===== config.mk =====
export PLATFORM = sky130hd
export DESIGN_NAME = oob_device_responder
export DESIGN_NICKNAME = d
export VERILOG_FILES = /design/src/rtl/oob_device_responder.sv
export SDC_FILE = /design/constraint.sdc
export NUM_CORES = 1
export LEC_CHECK = 0
export CAP_MARGIN = 5
export CORE_MARGIN = 3
export CORE_UTILIZATION = 40
export CTS_CLUSTER_DIAMETER = 40
export DETAILED_ROUTE_END_ITERATION = 7
export PLACE_DENSITY_LB_ADDON = 0.15
export SYNTH_ARGS = -nofsm -noshare
export SYNTH_HDL_FRONTEND = slang
export SYNTH_SLANG_ARGS = --single-unit

===== constraint.sdc =====
create_clock -name clk -period 3.5 [get_ports clk]
set_input_delay 0.35 -clock clk [delete_from_list [all_inputs] [get_ports clk]]
set_output_delay 0.35 -clock clk [all_outputs]
set_load 0.005 [all_outputs]

===== src/rtl/oob_device_responder.sv =====
// Device-side SATA OOB responder: answers COMRESET with COMINIT, COMWAKE with COMWAKE,
// then trains ALIGN/SYNC with the host and passes link-layer data through once linked.
module oob_device_responder #(
  parameter int unsigned COMINIT_LEN_G1 = 81,
  parameter int unsigned COMWAKE_LEN_G1 = 78,
  parameter int unsigned GAP_LEN        = 32,
  parameter int unsigned WAIT_TIMEOUT   = 132013,
  parameter int unsigned ALIGN_TIMEOUT  = 8192,
  parameter int unsigned SYNC_STABLE    = 51
) (
  input  logic        clk,
  input  logic        reset,
  input  logic [1:0]  gen,
  input  logic        rx_locked,
  input  logic        gt0_txresetdone_i,
  input  logic        gt0_rxresetdone_i,
  input  logic        cominitdet,
  input  logic        comwakedet,
  input  logic        rxbyteisaligned,
  input  logic [31:0] rx_datain,
  input  logic [3:0]  rx_charisk,
  input  logic [31:0] tx_datain,
  input  logic        tx_chariskin,
  output logic        txcominit,
  output logic        txcomwake,
  output logic        txelecidle,
  output logic [31:0] tx_dataout,
  output logic        tx_charisk_out,
  output logic [31:0] rx_dataout,
  output logic [3:0]  rx_charisk_out,
  output logic        linkup,
  output logic [3:0]  CurrentState_out
);

  typedef enum logic [3:0] {
    IDLE            = 4'd1,
    COMRESET_GAP    = 4'd2,
    SEND_COMINIT    = 4'd3,
    WAIT_COMWAKE    = 4'd4,
    SEND_COMWAKE    = 4'd5,
    WAIT_HOST_ALIGN = 4'd6,
    SEND_SYNC       = 4'd7,
    LINK_READY      = 4'd8
  } state_t;

  localparam int unsigned CNT_W = 18;
  localparam int unsigned SC_W  = $clog2(SYNC_STABLE) + 1;

  localparam logic [CNT_W-1:0] GAP_LAST   = CNT_W'(GAP_LEN - 1);
  localparam logic [CNT_W-1:0] WAIT_LAST  = CNT_W'(WAIT_TIMEOUT);
  localparam logic [CNT_W-1:0] ALIGN_LAST = CNT_W'(ALIGN_TIMEOUT);
  localparam logic [SC_W-1:0]  SYNC_LAST  = SC_W'(SYNC_STABLE - 1);

  localparam logic [31:0] ALIGN_P = 32'h7B4A4ABC;
  localparam logic [31:0] SYNC_P  = 32'hB5B5957C;

  state_t            state_q, state_d;
  logic [CNT_W-1:0]  count_q, count_d;
  logic [SC_W-1:0]   sync_cnt_q, sync_cnt_d;
  logic [31:0]       rx_data_q;
  logic [3:0]        rx_k_q;
  logic [31:0]       tx_data_q, tx_data_d;
  logic              tx_k_q, tx_k_d;
  logic              linkup_q, linkup_d;

  logic [1:0]        eff_gen;
  logic [CNT_W-1:0]  cominit_last, comwake_last;
  logic              gtx_ready, align_det, sync_word;

  // gen=11 runs at gen3 burst lengths
  always_comb begin
    eff_gen      = gen[1] ? 2'd2 : gen;
    cominit_last = (CNT_W'(COMINIT_LEN_G1) << eff_gen) - CNT_W'(1);
    comwake_last = (CNT_W'(COMWAKE_LEN_G1) << eff_gen) - CNT_W'(1);
    gtx_ready    = rx_locked & gt0_txresetdone_i & gt0_rxresetdone_i;
    align_det    = (rx_data_q == ALIGN_P) & rx_k_q[0] & rxbyteisaligned;
    sync_word    = (rx_data_q == SYNC_P) & rx_k_q[0];
  end

  always_ff @(posedge clk) begin
    if (reset) begin
      state_q    <= IDLE;
      count_q    <= '0;
      sync_cnt_q <= '0;
      rx_data_q  <= '0;
      rx_k_q     <= '0;
      tx_data_q  <= '0;
      tx_k_q     <= 1'b0;
      linkup_q   <= 1'b0;
    end else begin
      state_q    <= state_d;
      count_q    <= count_d;
      sync_cnt_q <= sync_cnt_d;
      rx_data_q  <= rx_datain;
      rx_k_q     <= rx_charisk;
      tx_data_q  <= tx_data_d;
      tx_k_q     <= tx_k_d;
      linkup_q   <= linkup_d;
    end
  end

  always_comb begin
    state_d = state_q;
    case (state_q)
      IDLE: ;
      COMRESET_GAP:
        if (count_q == GAP_LAST && gtx_ready) state_d = SEND_COMINIT;
      SEND_COMINIT:
        if (count_q == cominit_last) state_d = WAIT_COMWAKE;
      WAIT_COMWAKE:
        if (comwakedet)                  state_d = SEND_COMWAKE;
        else if (count_q == WAIT_LAST)   state_d = SEND_COMINIT;
      SEND_COMWAKE:
        if (count_q == comwake_last) state_d = WAIT_HOST_ALIGN;
      WAIT_HOST_ALIGN:
        if (align_det)                   state_d = SEND_SYNC;
        else if (count_q == ALIGN_LAST)  state_d = SEND_COMINIT;
      SEND_SYNC:
        if (sync_word && sync_cnt_q == SYNC_LAST) state_d = LINK_READY;
        else if (count_q == WAIT_LAST)            state_d = IDLE;
      LINK_READY: ;
      default: state_d = IDLE;
    endcase
    if (cominitdet) state_d = COMRESET_GAP;

    // cominitdet clears the count even when the state itself does not change
    count_d = count_q + CNT_W'(1);
    if (cominitdet || state_d != state_q) begin
      count_d = '0;
    end else begin
      case (state_q)
        IDLE, LINK_READY: count_d = count_q;
        COMRESET_GAP:     if (count_q == GAP_LAST) count_d = count_q;
        default: ;
      endcase
    end

    sync_cnt_d = (state_q == SEND_SYNC && sync_word) ? sync_cnt_q + SC_W'(1) : '0;
  end

  always_comb begin
    txcominit  = (state_q == SEND_COMINIT);
    txcomwake  = (state_q == SEND_COMWAKE);
    txelecidle = !(state_q == WAIT_HOST_ALIGN || state_q == SEND_SYNC ||
                   state_q == LINK_READY);
    linkup_d   = (state_q == LINK_READY);
    tx_data_d  = ALIGN_P;
    tx_k_d     = 1'b1;
    case (state_q)
      SEND_SYNC: tx_data_d = SYNC_P;
      LINK_READY: begin
        tx_data_d = tx_datain;
        tx_k_d    = tx_chariskin;
      end
      default: ;
    endcase
  end

  assign tx_dataout       = tx_data_q;
  assign tx_charisk_out   = tx_k_q;
  assign rx_dataout       = rx_data_q;
  assign rx_charisk_out   = rx_k_q;
  assign linkup           = linkup_q;
  assign CurrentState_out = state_q;

endmodule


==> flow_metrics.env <==
export IMPL_r2r_cells=8
export IMPL_ys_flop_type="dfxtp_1"
export IMPL_ir_worst_vdd_mv=0.233
export IMPL_cp_cell_sequence="or3b_1 > or4_4 > or4_4 > a211oi_2 > nand4bb_2 > o211ai_4 > buf_4 > nor3b_1"
export IMPL_min_path_type="input port to register"
export IMPL_powerDensity_nw_per_um2=365
export IMPL_end_kind="register"
export IMPL_startpoint_type="register"
export IMPL_fp_dieH_um=107
export IMPL_start_util_pct=41.3
export IMPL_status="finished clean"
export IMPL_nets=668
export IMPL_synthMuxAreaShare_pct=0
export IMPL_post_drt_wl_per_cell_um=14.9
export IMPL_clock_sinks=99
export IMPL_worstReg2RegEnd="count_q[1]$_SDFFE_PP0P_"
export IMPL_postRouteAntennaNets=0
export IMPL_grt_overflow_total=0
export IMPL_area_growth_pct=45.2
export IMPL_synth_compound_area_share_pct=9.75
export IMPL_rsz0062_at_grt="false"
export IMPL_tns_ns=0
export IMPL_cts_setup_buffers=0
export IMPL_grt_pass1_vias=3423
export IMPL_critPathArrivalTime_ns=3.13
export IMPL_maxSlewViolCount=0
export IMPL_p_clk_share_pct=32.8
export IMPL_track_usage_pct=19.1
export IMPL_clkSlewWorstSetupHoldPaths_ns=0.10
export IMPL_setup_viol=0
export IMPL_synthSimpleGateAreaFrac_pct=30.1
export IMPL_timing_fmax_ghz=0.351
export IMPL_vias_per_cell=4.92
export IMPL_worstHoldStart="reset"
export IMPL_seqPwrFrac_pct=55.3
export IMPL_clkLatencyLatePin_ns=0.36
export IMPL_core_area_um2=9820
export IMPL_synth_top_family_by_area="simple AND/OR/NAND/NOR gates"
export IMPL_crit_type="register to register"
export IMPL_yosys_warnings=0
export IMPL_antenna_found_initial=0
export IMPL_drive_gt1_share_pct=6.80
export IMPL_ys_seq_area_share_pct=48.9
export IMPL_via_count=3547
export IMPL_grt_start_max_net_pins=50
export IMPL_cts_htree_levels=3
export IMPL_synth_fa_ha_area_share_pct=1.85
export IMPL_fin_crit_ns=2.85
export IMPL_worst_pin_slew_ns=1.15
export IMPL_reg2reg_from="count_q[5]$_SDFFE_PP0P_"
export IMPL_clockRootBuffer="clkbuf_8"
export IMPL_io_buffers=155
export IMPL_die_area_um2=11400
export IMPL_setup_ws_ns=0.650
export IMPL_power_switching_mw=0.521
export IMPL_syn_inst=436
export IMPL_routabilityCongestion=0.874
export IMPL_syn_avg_cell_area_um2=9.30
export IMPL_synth_edff_count=0
export IMPL_synth_seq_cells=99
export IMPL_reg2reg_slack_ns=0.65
export IMPL_place_hpwl_mm=8.22
export IMPL_drv_cap=0
export IMPL_antenna_cells=0
export IMPL_synth_fp_nets=521
export IMPL_hold_viol_final=0
export IMPL_cts_resized=0
export IMPL_syn_area_um2=4050
export IMPL_finClkSkew_ns=0.0128
export IMPL_num_fill_cells=909
export IMPL_hold_depth=3
export IMPL_pre_cts_ws_ns=0.562
export IMPL_synth_cell_types=50
export IMPL_comb_power_share_pct=11.9
export IMPL_p_leak_nw=2.25
export IMPL_min_to="CurrentState_out[2]$_SDFF_PP0_"
export IMPL_sw_frac_of_total_pct=24.2
export IMPL_first_pass_iters=4
export IMPL_crit_path_frequent_cell="or4_4"
export IMPL_grt_pass1_wl_mm=17.4
export IMPL_cp_required_ns=3.78
export IMPL_cp_slowest_cell="or4_4"
export IMPL_numCtsBuffers=9
export IMPL_worstPathMaxFanout=18
export IMPL_wl_mm=10.7
export IMPL_synth_xor_area_share_pct=5.62
export IMPL_num_rows=36
export IMPL_intPower_mw=1.63
export IMPL_die_x_um=107
export IMPL_fin_crit_sh_pct=81.4
export IMPL_drt_iter0_markers=142
export IMPL_cts_hold_buf=0
export IMPL_drcViolationCount=0
export IMPL_cts_tree="done"
export IMPL_relSlewSlack_pct=22.6
export IMPL_async_flop_share_pct=0
export IMPL_cts_buffer_depth=2
export IMPL_critPathMaxStageDelay_ns=0.53
export IMPL_ioPinCount=156
[worst max-delay path: cells and delay by family, from the launching register on]
family / cells / cell delay, ns
AOI/OAI and AO/OA: 2 / 0.30
and+or+nand+nor: 5 / 1.75
buffers and inverters: 1 / 0.23
DFF: 1 / 0.50
[stage by stage]
| step | std cells | hold WS (ns) | instance area (um^2) | power (mW) | util (%) |
|---|---|---|---|---|---|
| 6_report | 721 | 0.287 | 5890 | 2.15 | 60.0 |
| 5_1_grt | 721 | 0.280 | 5890 | 2.25 | 60.0 |
| 4_1_cts | 721 | 0.276 | 5890 | 2.18 | 60.0 |
| 3_5_place_dp | 705 | 0.447 | 5700 | 1.47 | 58.0 |
| 3_3_place_gp | 705 | 0.435 | 5700 | 1.47 | 58.0 |
| 2_1_floorplan | 436 | 0.426 | 4050 | 1.29 | - |
[registers in the layout (all words and copies together), names as in the netlist]
signal and flops:
CurrentState_out 4, tx_dataout 32, count_q 18, tx_charisk_out 1
linkup 1, rx_charisk_out 4, rx_dataout 32, sync_cnt_q 7
[synth_stat cells (all sizes together), types with 4 or more instances]
master	n	share of area, %
nand2	24	2.2
nor3	12	1.5
nand2b	5	0.77
or3	4	0.62
a21oi	8	0.99
nor2b	39	6.0
and3	7	1.1
nand4b	5	1.1
xnor2	22	4.8
nand3	9	1.1
ha	6	1.9
xor2	4	0.86
or4	4	0.93
nor4b	4	0.86
nor2	62	6.4
nor4	7	1.1
inv	10	0.93
clkbuf	21	1.9
nor3b	4	0.74
nand4	11	1.7
a21o	22	4.1
dfxtp	99	49
and2	6	0.93
o21ai	5	0.62
[area by class of cell]
cell class	instances	area, um^2	area share [%]
inverters	10	37.5	0.638
multi-input cells	303	1930	32.7
clock buffers	10	138	2.34
repair buffers	160	1580	26.9
flip-flops and latches	99	1980	33.7
well taps	133	166	2.83
clock inverters	6	53.8	0.914
[placed cells by master, fill, tap and decap left out, drive strengths merged, types with 3 or more instances in the layout]
master,n
or4bb,3
and2,6
buf,6
a21oi,8
and3,7
nor3b,4
nor2,62
o22ai,3
nand4b,5
nor4bb,3
o21ai,5
clkdlybuf4s50,154
ha,6
xnor2,22
nor4b,4
inv,14
clkbuf,10
nand2,24
xor2,4
dfxtp,99
nor4,7
or4,4
nor2b,39
nand2b,5
nand4,11
or3,4
o211ai,3
a21o,22
nor3,12
nand3,9
[power by group through the flow]
stage / sequential [mW] / clock [mW] / combinational [mW]
2_1_floorplan: 1.21 / 0 / 0.0830
3_3_place_gp: 1.21 / 0 / 0.255
3_5_place_dp: 1.21 / 0 / 0.257
4_1_cts: 1.19 / 0.734 / 0.259
5_1_grt: 1.19 / 0.777 / 0.276
6_report: 1.19 / 0.704 / 0.256
[logic make-up after synthesis]
logic type,after synthesis
AO/OA/AOI/OAI,54
XOR/XNOR,26
adder cells (fa/ha/maj),6
buffers and inverters,34
flip-flops,99
other,2
AND/OR/NAND/NOR,215
[worst max path at each step]
stage                                          from                        to  slack [ns]  cells past startpoint
after detailed placement                     gen[1]   count_q[1]$_SDFFE_PP0P_        0.56                      9
after global routing      rx_dataout[25]$_SDFF_PP0_  count_q[14]$_SDFFE_PP0P_        0.48                      8
after global placement                       gen[1]   count_q[1]$_SDFFE_PP0P_        0.62                      9
final                       count_q[5]$_SDFFE_PP0P_   count_q[1]$_SDFFE_PP0P_        0.65                      8
after floorplan             count_q[4]$_SDFFE_PP0P_   count_q[0]$_SDFFE_PP0P_        0.95                      9
after CTS                   count_q[5]$_SDFFE_PP0P_   count_q[1]$_SDFFE_PP0P_        0.65                      8
[metal layers]
| layer | global-route usage [%] | up-vias | wire length (um) |
|---|---|---|---|
| met5 | 0 | - | 0 |
| met4 | 5.39 | 0 | 155 |
| met3 | 4.76 | 11 | 669 |
| met2 | 33.1 | 118 | 5300 |
| met1 | 23.4 | 1645 | 4620 |
| li1 | - | 1773 | - |
Power figures use the tool's default switching activity.
